## src/rtl/dvp_frame_normalizer.sv

```systemverilog
// Normalises raw DVP capture into fixed-geometry frames for the DDR write port:
// pads/truncates lines to IMG_H, drops lines past IMG_V, and gates on a clean frame start.
module dvp_frame_normalizer #(
    parameter int IMG_H      = 1920,
    parameter int IMG_V      = 1080,
    parameter int DATA_WIDTH = 8,
    parameter int PAD_VALUE  = 0,
    parameter int LOAD_LEN   = 4
) (
    input  logic                  clk,
    input  logic                  rstn,
    input  logic                  enable,
    input  logic                  in_vs,
    input  logic                  in_de,
    input  logic [DATA_WIDTH-1:0] in_data,
    input  logic                  err_clr,
    output logic                  out_load,
    output logic                  out_de,
    output logic [DATA_WIDTH-1:0] out_data,
    output logic [15:0]           frame_cnt,
    output logic                  err_short_line,
    output logic                  err_long_line,
    output logic                  err_frame_len,
    output logic                  err_overlap,
    output logic                  busy
);

    localparam logic [11:0] H_MAX     = 12'(IMG_H);
    localparam logic [11:0] H_LAST    = 12'(IMG_H - 1);
    localparam logic [11:0] V_MAX     = 12'(IMG_V);
    localparam logic [12:0] V_MAX_EXT = 13'(IMG_V);
    localparam logic [3:0]  LOAD_LAST = 4'(LOAD_LEN - 1);
    localparam logic [DATA_WIDTH-1:0] PAD_PIX = DATA_WIDTH'(PAD_VALUE);

    typedef enum logic [2:0] {
        IDLE,
        LOAD,
        ACTIVE,
        PAD,
        DROP
    } state_t;

    state_t                state_reg, state_next;
    logic [11:0]           col_reg, col_next;
    logic [11:0]           row_reg, row_next;
    logic [3:0]            load_cnt_reg, load_cnt_next;
    logic [15:0]           frame_cnt_reg;
    logic                  vs_d_reg, de_d_reg;
    logic                  overlap_reg, overlap_next;
    logic                  out_de_reg, out_de_next;
    logic [DATA_WIDTH-1:0] out_data_reg, out_data_next;
    logic                  short_reg, long_reg, frame_reg, ovl_reg;

    logic                  vs_rise, de_rise, de_fall;
    logic                  enter_load, do_pad, frame_end;
    logic                  set_short, set_long, set_frame, set_ovl;
    logic                  line_done;
    logic [12:0]           row_eff;

    function automatic logic [11:0] sat_inc(input logic [11:0] v);
        return (v == 12'hFFF) ? v : v + 12'd1;
    endfunction

    assign vs_rise = in_vs & ~vs_d_reg;
    assign de_rise = in_de & ~de_d_reg;
    assign de_fall = ~in_de & de_d_reg;

    // A line that already reached IMG_H but has not seen de_fall still counts as complete.
    assign line_done = (state_reg == ACTIVE) && (col_reg >= H_MAX);
    assign row_eff   = {1'b0, row_reg} + 13'(line_done);

    always_comb begin
        state_next    = state_reg;
        col_next      = col_reg;
        row_next      = row_reg;
        load_cnt_next = load_cnt_reg;
        overlap_next  = overlap_reg;
        out_de_next   = 1'b0;
        out_data_next = out_data_reg;
        enter_load    = 1'b0;
        do_pad        = 1'b0;
        frame_end     = 1'b0;
        set_short     = 1'b0;
        set_long      = 1'b0;
        set_frame     = 1'b0;
        set_ovl       = 1'b0;

        case (state_reg)
            IDLE: begin
                if (vs_rise && enable) begin
                    enter_load = 1'b1;
                end
            end
            LOAD: begin
                if (load_cnt_reg >= LOAD_LAST) begin
                    state_next = ACTIVE;
                end else begin
                    load_cnt_next = load_cnt_reg + 4'd1;
                end
            end
            ACTIVE: begin
                if (vs_rise) begin
                    frame_end = 1'b1;
                end else if (in_de) begin
                    if (row_reg >= V_MAX) begin
                        set_frame = 1'b1;
                    end else if (col_reg >= H_MAX) begin
                        set_long = 1'b1;
                    end else begin
                        out_de_next   = 1'b1;
                        out_data_next = in_data;
                        col_next      = sat_inc(col_reg);
                    end
                end else if (de_fall && (col_reg != 12'd0)) begin
                    if (col_reg < H_MAX) begin
                        // The de_fall cycle itself carries the first pad pixel.
                        set_short = 1'b1;
                        do_pad    = 1'b1;
                    end else begin
                        row_next = sat_inc(row_reg);
                        col_next = 12'd0;
                    end
                end
            end
            PAD: begin
                if (vs_rise) begin
                    frame_end = 1'b1;
                end else begin
                    do_pad = 1'b1;
                    if (de_rise) begin
                        set_ovl      = 1'b1;
                        overlap_next = 1'b1;
                    end
                end
            end
            DROP: begin
                if (vs_rise) begin
                    frame_end = 1'b1;
                end else if (de_fall) begin
                    state_next = ACTIVE;
                end
            end
            default: state_next = IDLE;
        endcase

        if (do_pad) begin
            out_de_next   = 1'b1;
            out_data_next = PAD_PIX;
            if (col_reg >= H_LAST) begin
                row_next     = sat_inc(row_reg);
                col_next     = 12'd0;
                overlap_next = 1'b0;
                // Only discard the overlapping line if it is still running.
                state_next   = ((overlap_reg || de_rise) && in_de) ? DROP : ACTIVE;
            end else begin
                col_next   = sat_inc(col_reg);
                state_next = PAD;
            end
        end

        if (frame_end) begin
            overlap_next = 1'b0;
            if (row_eff != V_MAX_EXT) begin
                set_frame = 1'b1;
            end
            if ((col_reg != 12'd0) && (col_reg < H_MAX)) begin
                set_short = 1'b1;
            end
            if (enable) begin
                enter_load = 1'b1;
            end else begin
                state_next = IDLE;
            end
        end

        if (enter_load) begin
            state_next    = LOAD;
            col_next      = 12'd0;
            row_next      = 12'd0;
            load_cnt_next = 4'd0;
        end
    end

    always_ff @(posedge clk or negedge rstn) begin
        if (!rstn) begin
            state_reg     <= IDLE;
            col_reg       <= 12'd0;
            row_reg       <= 12'd0;
            load_cnt_reg  <= 4'd0;
            frame_cnt_reg <= 16'd0;
            vs_d_reg      <= 1'b0;
            de_d_reg      <= 1'b0;
            overlap_reg   <= 1'b0;
            out_de_reg    <= 1'b0;
            out_data_reg  <= '0;
        end else begin
            state_reg    <= state_next;
            col_reg      <= col_next;
            row_reg      <= row_next;
            load_cnt_reg <= load_cnt_next;
            vs_d_reg     <= in_vs;
            de_d_reg     <= in_de;
            overlap_reg  <= overlap_next;
            out_de_reg   <= out_de_next;
            out_data_reg <= out_data_next;
            if (enter_load) begin
                frame_cnt_reg <= frame_cnt_reg + 16'd1;
            end
        end
    end

    // Sticky flags: a new error in the same cycle wins over err_clr.
    always_ff @(posedge clk or negedge rstn) begin
        if (!rstn) begin
            short_reg <= 1'b0;
            long_reg  <= 1'b0;
            frame_reg <= 1'b0;
            ovl_reg   <= 1'b0;
        end else begin
            short_reg <= set_short | (short_reg & ~err_clr);
            long_reg  <= set_long  | (long_reg  & ~err_clr);
            frame_reg <= set_frame | (frame_reg & ~err_clr);
            ovl_reg   <= set_ovl   | (ovl_reg   & ~err_clr);
        end
    end

    assign out_load       = (state_reg == LOAD);
    assign busy           = (state_reg != IDLE);
    assign out_de         = out_de_reg;
    assign out_data       = out_data_reg;
    assign frame_cnt      = frame_cnt_reg;
    assign err_short_line = short_reg;
    assign err_long_line  = long_reg;
    assign err_frame_len  = frame_reg;
    assign err_overlap    = ovl_reg;

endmodule

```

## config.mk

```make
export PLATFORM = sky130hd
export DESIGN_NAME = dvp_frame_normalizer
export DESIGN_NICKNAME = d
export VERILOG_FILES = /design/src/rtl/dvp_frame_normalizer.sv
export SDC_FILE = /design/constraint.sdc
export NUM_CORES = 1
export LEC_CHECK = 0
export ABC_CLOCK_PERIOD_IN_PS = 2800
export CORE_ASPECT_RATIO = 0.8
export CORE_MARGIN = 8
export CORE_UTILIZATION = 40
export DETAILED_ROUTE_END_ITERATION = 7
export GPL_ROUTABILITY_DRIVEN = 1
export PLACE_DENSITY = 0.62
export SLEW_MARGIN = 10
export SYNTH_ARGS = -nofsm -noshare
export SYNTH_HDL_FRONTEND = slang
export SYNTH_SLANG_ARGS = --single-unit
```

## constraint.sdc

```tcl
create_clock -name clk -period 2.8 [get_ports clk]
set_input_delay 0.7 -clock clk [delete_from_list [all_inputs] [get_ports clk]]
set_output_delay 0.7 -clock clk [all_outputs]
set_load 0.01 [all_outputs]
```

Word-level counts from Yosys, hierarchy flattened
Cells that the tools add are included. Widths: inputs -> output; s select.

Add/subtract/negate cells: 5. Magnitude comparators: 5. Equal/unequal tests: 15. Mux-type cells: 80. Bitwise logic cells: 15. Reductions and logical operators: 19.

Operators with widths (count): $mux 12 (20); $mux 8 (6); $mux 1 (40); $ge 12x11->1 const B (3); $mux 3 (9); $add 12x1->12 const B (2); $eq 12x12->1 const B (2); $add 16x1->16 const B (1); $add 12x1->13 (1); $ne 13x11->1 const B (1); $lt 12x11->1 const B (1); $mux 4 (3); $ne 4x4->1 const B (3); $reduce_bool 12->1 (1); $pmux 3 s3 (1); $and 1x1->1 (7); $eq 3x2->1 const B (2); $ne 2x2->1 const B (3); $reduce_and 6->1 (1); $reduce_bool 2->1 (3); $reduce_bool 3->1 (2); $reduce_or 3->1 (2); $logic_and 1x1->1 (5); $reduce_and 5->1 (1); 13 further kinds (19).

Register bits: 63. Input bits: 14. Output and inout port bits: 31. Word-level logic and storage cells: 153.

Depth between registers and ports, before layout
Depth after elaboration: 11. Gate-level depth with buffers: 11. Gate-level depth less buffers: 10.

Least setup slack after synthesis
No wires, ideal clock.

Kind: register to register. From: register state_reg[2]. To: register frame_reg, in the netlist err_frame_len. Setup time: 0.142 ns. Arrival time: 2.303 ns. Data required time: 2.658 ns. Path slack: 0.355 ns. Stages on the path, launching flop included: 10. Path buffers: 1. Cell sequence: dfrtp_1 buf_6 or3b_4 nor2_1 ha_1 ha_1 nand2_1 or4_1 a221oi_1 o221ai_1.

Longest elaborated chain between the ends: 7.

RTL lines: start, declared (line 43) `state_t state_reg, state_next;`; start signal, assigned (line 197) `state_reg <= state_next;`; $eq 3x2->1 (line 69, 88); $logic_and 1x1->1 (line 69) `assign line_done = (state_reg == ACTIVE) && (col_reg >= H_MAX);`; $add 12x1->13 (line 70) `assign row_eff = {1'b0, row_reg} + 13'(line_done);`; $ne 13x11->1 (line 163) `if (row_eff != V_MAX_EXT) begin`; $mux 1 (line 163); $mux 1 (*) (line 161) `if (frame_end) begin`; $or 1x1->1 (*) (line 222) `frame_reg <= set_frame | (frame_reg & ~err_clr);`; end signal, assigned (line 222); end, declared (line 52) `logic short_reg, long_reg, frame_reg, ovl_reg;`.

Every way passes the cells marked *; elsewhere a longest branch is shown, timed or not. A chain may end at the register's enable or synchronous reset.

Worst setup path after layout
Same ends and word-level chain as after synthesis.

==> metrics <==
H-tree depth=3; Leak=1.84 nW; clk_lat worst skew=0.35 ns; DR WL met3=526 um; Ys Warns=0; maximum vdd drop=0.311 mV; cell with the most instances after synthesis=dfrtp_1; Unique masters post-synth=67; WL met1=4.05 mm; post-DR vias/cell=5.43; met2 WL=3.46 mm; Area Overhead vs Synth=25.3%; Synthesized Nets=365; Synth top area share=46.6%; Syn Area/Cell=9.86 um^2; Crit Reg-Reg Startpoint=state_reg[2]; worst hold path class=primary input to async pin; share of layout cells above drive strength 1=15.1%; num rows=30; Inst Count DP=506; status=completed; Peak Freq=382 MHz; main combinational cell family by area after synthesis=simple AND/OR/NAND/NOR gates; Layout Cells excl Fill=522; CTS Hold Bufs=0; xor/xnor share of the synthesized area=4.92%; RSZ-0062 raised after global routing=false; FFs w/ async S/R, synth=100%; CTS tree=done; worst setup path endpoint=err_frame_len; max reg flops=16; most area-hungry cell type in the Yosys netlist=dfrtp_1; Net count, final=427; top cells by count, synth=dfrtp_1 (63), nand2_1 (37), nor2_1 (26); pin count of the biggest net entering global routing=25; Initial Util=40.6%; n_diodes=0; R2R Setup Slk=0.18 ns; DR iter-0 viols=192; final WL=8.13 mm; Die Y=98.2 um; crit path kind=register to register; Max Slew Vio Count=0; final setup vio count=0; min cycle time layout=2.62 ns; Reg2Reg Depth=8; Synth Area in Simple Gates=25.0%; Clock Path Buffers=2; Final Hold Fails=0; vias in the first global route=2,784; Die ar.=0.0117 mm^2; total gr overflow=0; Cells after Synth=343; Slew @ Worst Pin=0.637 ns; IO Count=45; DR DRC count=0; top cells by area, synth=dfrtp_1 (47%), xnor2_1 (4.1%), nand2_1 (4.1%), ha_1 (3.0%), nand3_1 (3.0%); clock skew=0.00833 ns; Routed wire per std cell=15.6 um; Detail Route Antenna Nets=0; DR top layer=met4; Critical Path Start=state_reg[2]; CP endpoint kind=register; PortBufs=44; Sink Count=63; Core Region=0.00833 mm^2; GRT Total Usage=14.7%; DP HPWL=5.89 mm; antenna violations before repair=0; startpoint types=register; Inserted Clock Buffers=9; first-pass GRT wire length=14.0 mm; Final period util=93.5%; Post-synth EDFFs=0; maxcap violations=0; Synth Area in Compound Gates=14.8%; crit path max fanout=6; total power=2.89 mW; cell area after synthesis=0.00338 mm^2; post-synthesis mux area share=1.81%; fillers=800; vias after detailed routing=2,836; critical path required time=3.01 ns; clk slew on worst S/H paths=0.08 ns; part of the Yosys area used for sequential elements=46.6%; FF+latch count, synth=63; adder-cell share of the synthesized area=2.96%; top_reg_cell synth=dfrtp_1; Die X=119 um; Reg2Reg Capture Point=err_frame_len; Relative slew margins=57.3%; Initial DRT Pass Iterations=5; Clock Root Buffer=clkbuf_8; Routability Congestion=0.864; crit path DAT=2.83 ns; pwr dens=682 mW/mm^2
## stage by stage
step | setup WS (ns) | hold slack, ns | cell area, um^2 | util, % | setup TNS, ns
floorplan | 0.355 | 0.404 | 3380 | - | 0
global placement | -0.0622 | 0.456 | 4020 | 48.3 | -0.114
detailed placement | -0.175 | 0.464 | 4020 | 48.3 | -0.396
CTS | 0.159 | 0.338 | 4230 | 50.7 | 0
global route | 0.0268 | 0.359 | 4240 | 50.9 | 0
finish | 0.181 | 0.329 | 4240 | 50.9 | 0
## per-layer routing
metal  global-route usage, %  vias up
li1                        -     1380
met1                    20.3     1357
met5                       0        -
met3                    4.67        8
met4                    4.07        0
met2                    21.3       91
## cell usage in the layout (no fill, tap or decap), drive strengths merged, types with 3 or more instances in the layout
master	synthesis	layout
a211oi	6	6
a21oi	20	20
a22o	8	8
a31oi	6	6
a41oi	3	3
and2	3	3
and3	12	12
buf	7	22
clkbuf	7	10
clkdlybuf4s50	0	43
dfrtp	63	63
ha	8	8
inv	11	12
mux2i	5	5
nand2	37	37
nand2b	4	4
nand3	20	20
nand3b	4	4
nand4	9	9
nor2	26	26
nor2b	4	4
nor3	7	7
nor3b	3	3
nor4	5	5
nor4b	3	3
o21ai	8	8
o31ai	4	4
or2	3	3
xnor2	16	16
xor2	3	3
## cell type report
| class | count | area [um^2] | area share [%] |
|---|---|---|---|
| clock inverters | 6 | 67.6 | 1.59 |
| well taps | 112 | 140 | 3.31 |
| inverters | 11 | 41.3 | 0.974 |
| flip-flops and latches | 63 | 1580 | 37.2 |
| clock buffers | 10 | 138 | 3.25 |
| repair buffers | 65 | 593 | 14.0 |
| multi-input cells | 255 | 1680 | 39.7 |
## critical path, cell delays in order (launching register included)
cell and delay [ns]:
dfrtp_1 0.39, or3b_4 0.45, nor2_1 0.14, ha_1 0.22
ha_1 0.20, nand2_1 0.10, or4_1 0.50, a221oi_2 0.32
o221ai_1 0.16
## where the power goes
group,switching [mW],internal [mW]
clock network,0.377,0.438
registers,0.110,1.05
logic,0.472,0.444
total,0.959,1.93
## cells by family after synthesis
group           count (synthesis)
flops                          63
simple gates                  152
compound gates                 70
fa+ha+maj                       8
buf+inv                        25
mux                             6
xor+xnor                       19
## how the worst min path moves through the flow
stage                       to  slack (ns)
4_1_cts        load_cnt_reg[1]        0.34
3_3_place_gp     frame_cnt[15]        0.46
5_1_grt        load_cnt_reg[0]        0.36
6_report       load_cnt_reg[1]        0.33
3_5_place_dp     frame_cnt[15]        0.46
2_1_floorplan       col_reg[0]        0.40
## timing repair
item | 4_1_cts | 5_1_grt
endpoints found under the setup margin | 0 | 3
gates resized for setup | 0 | 2
buffers inserted | 0 | 0
Note: power is estimated with default switching activity, not from simulation.
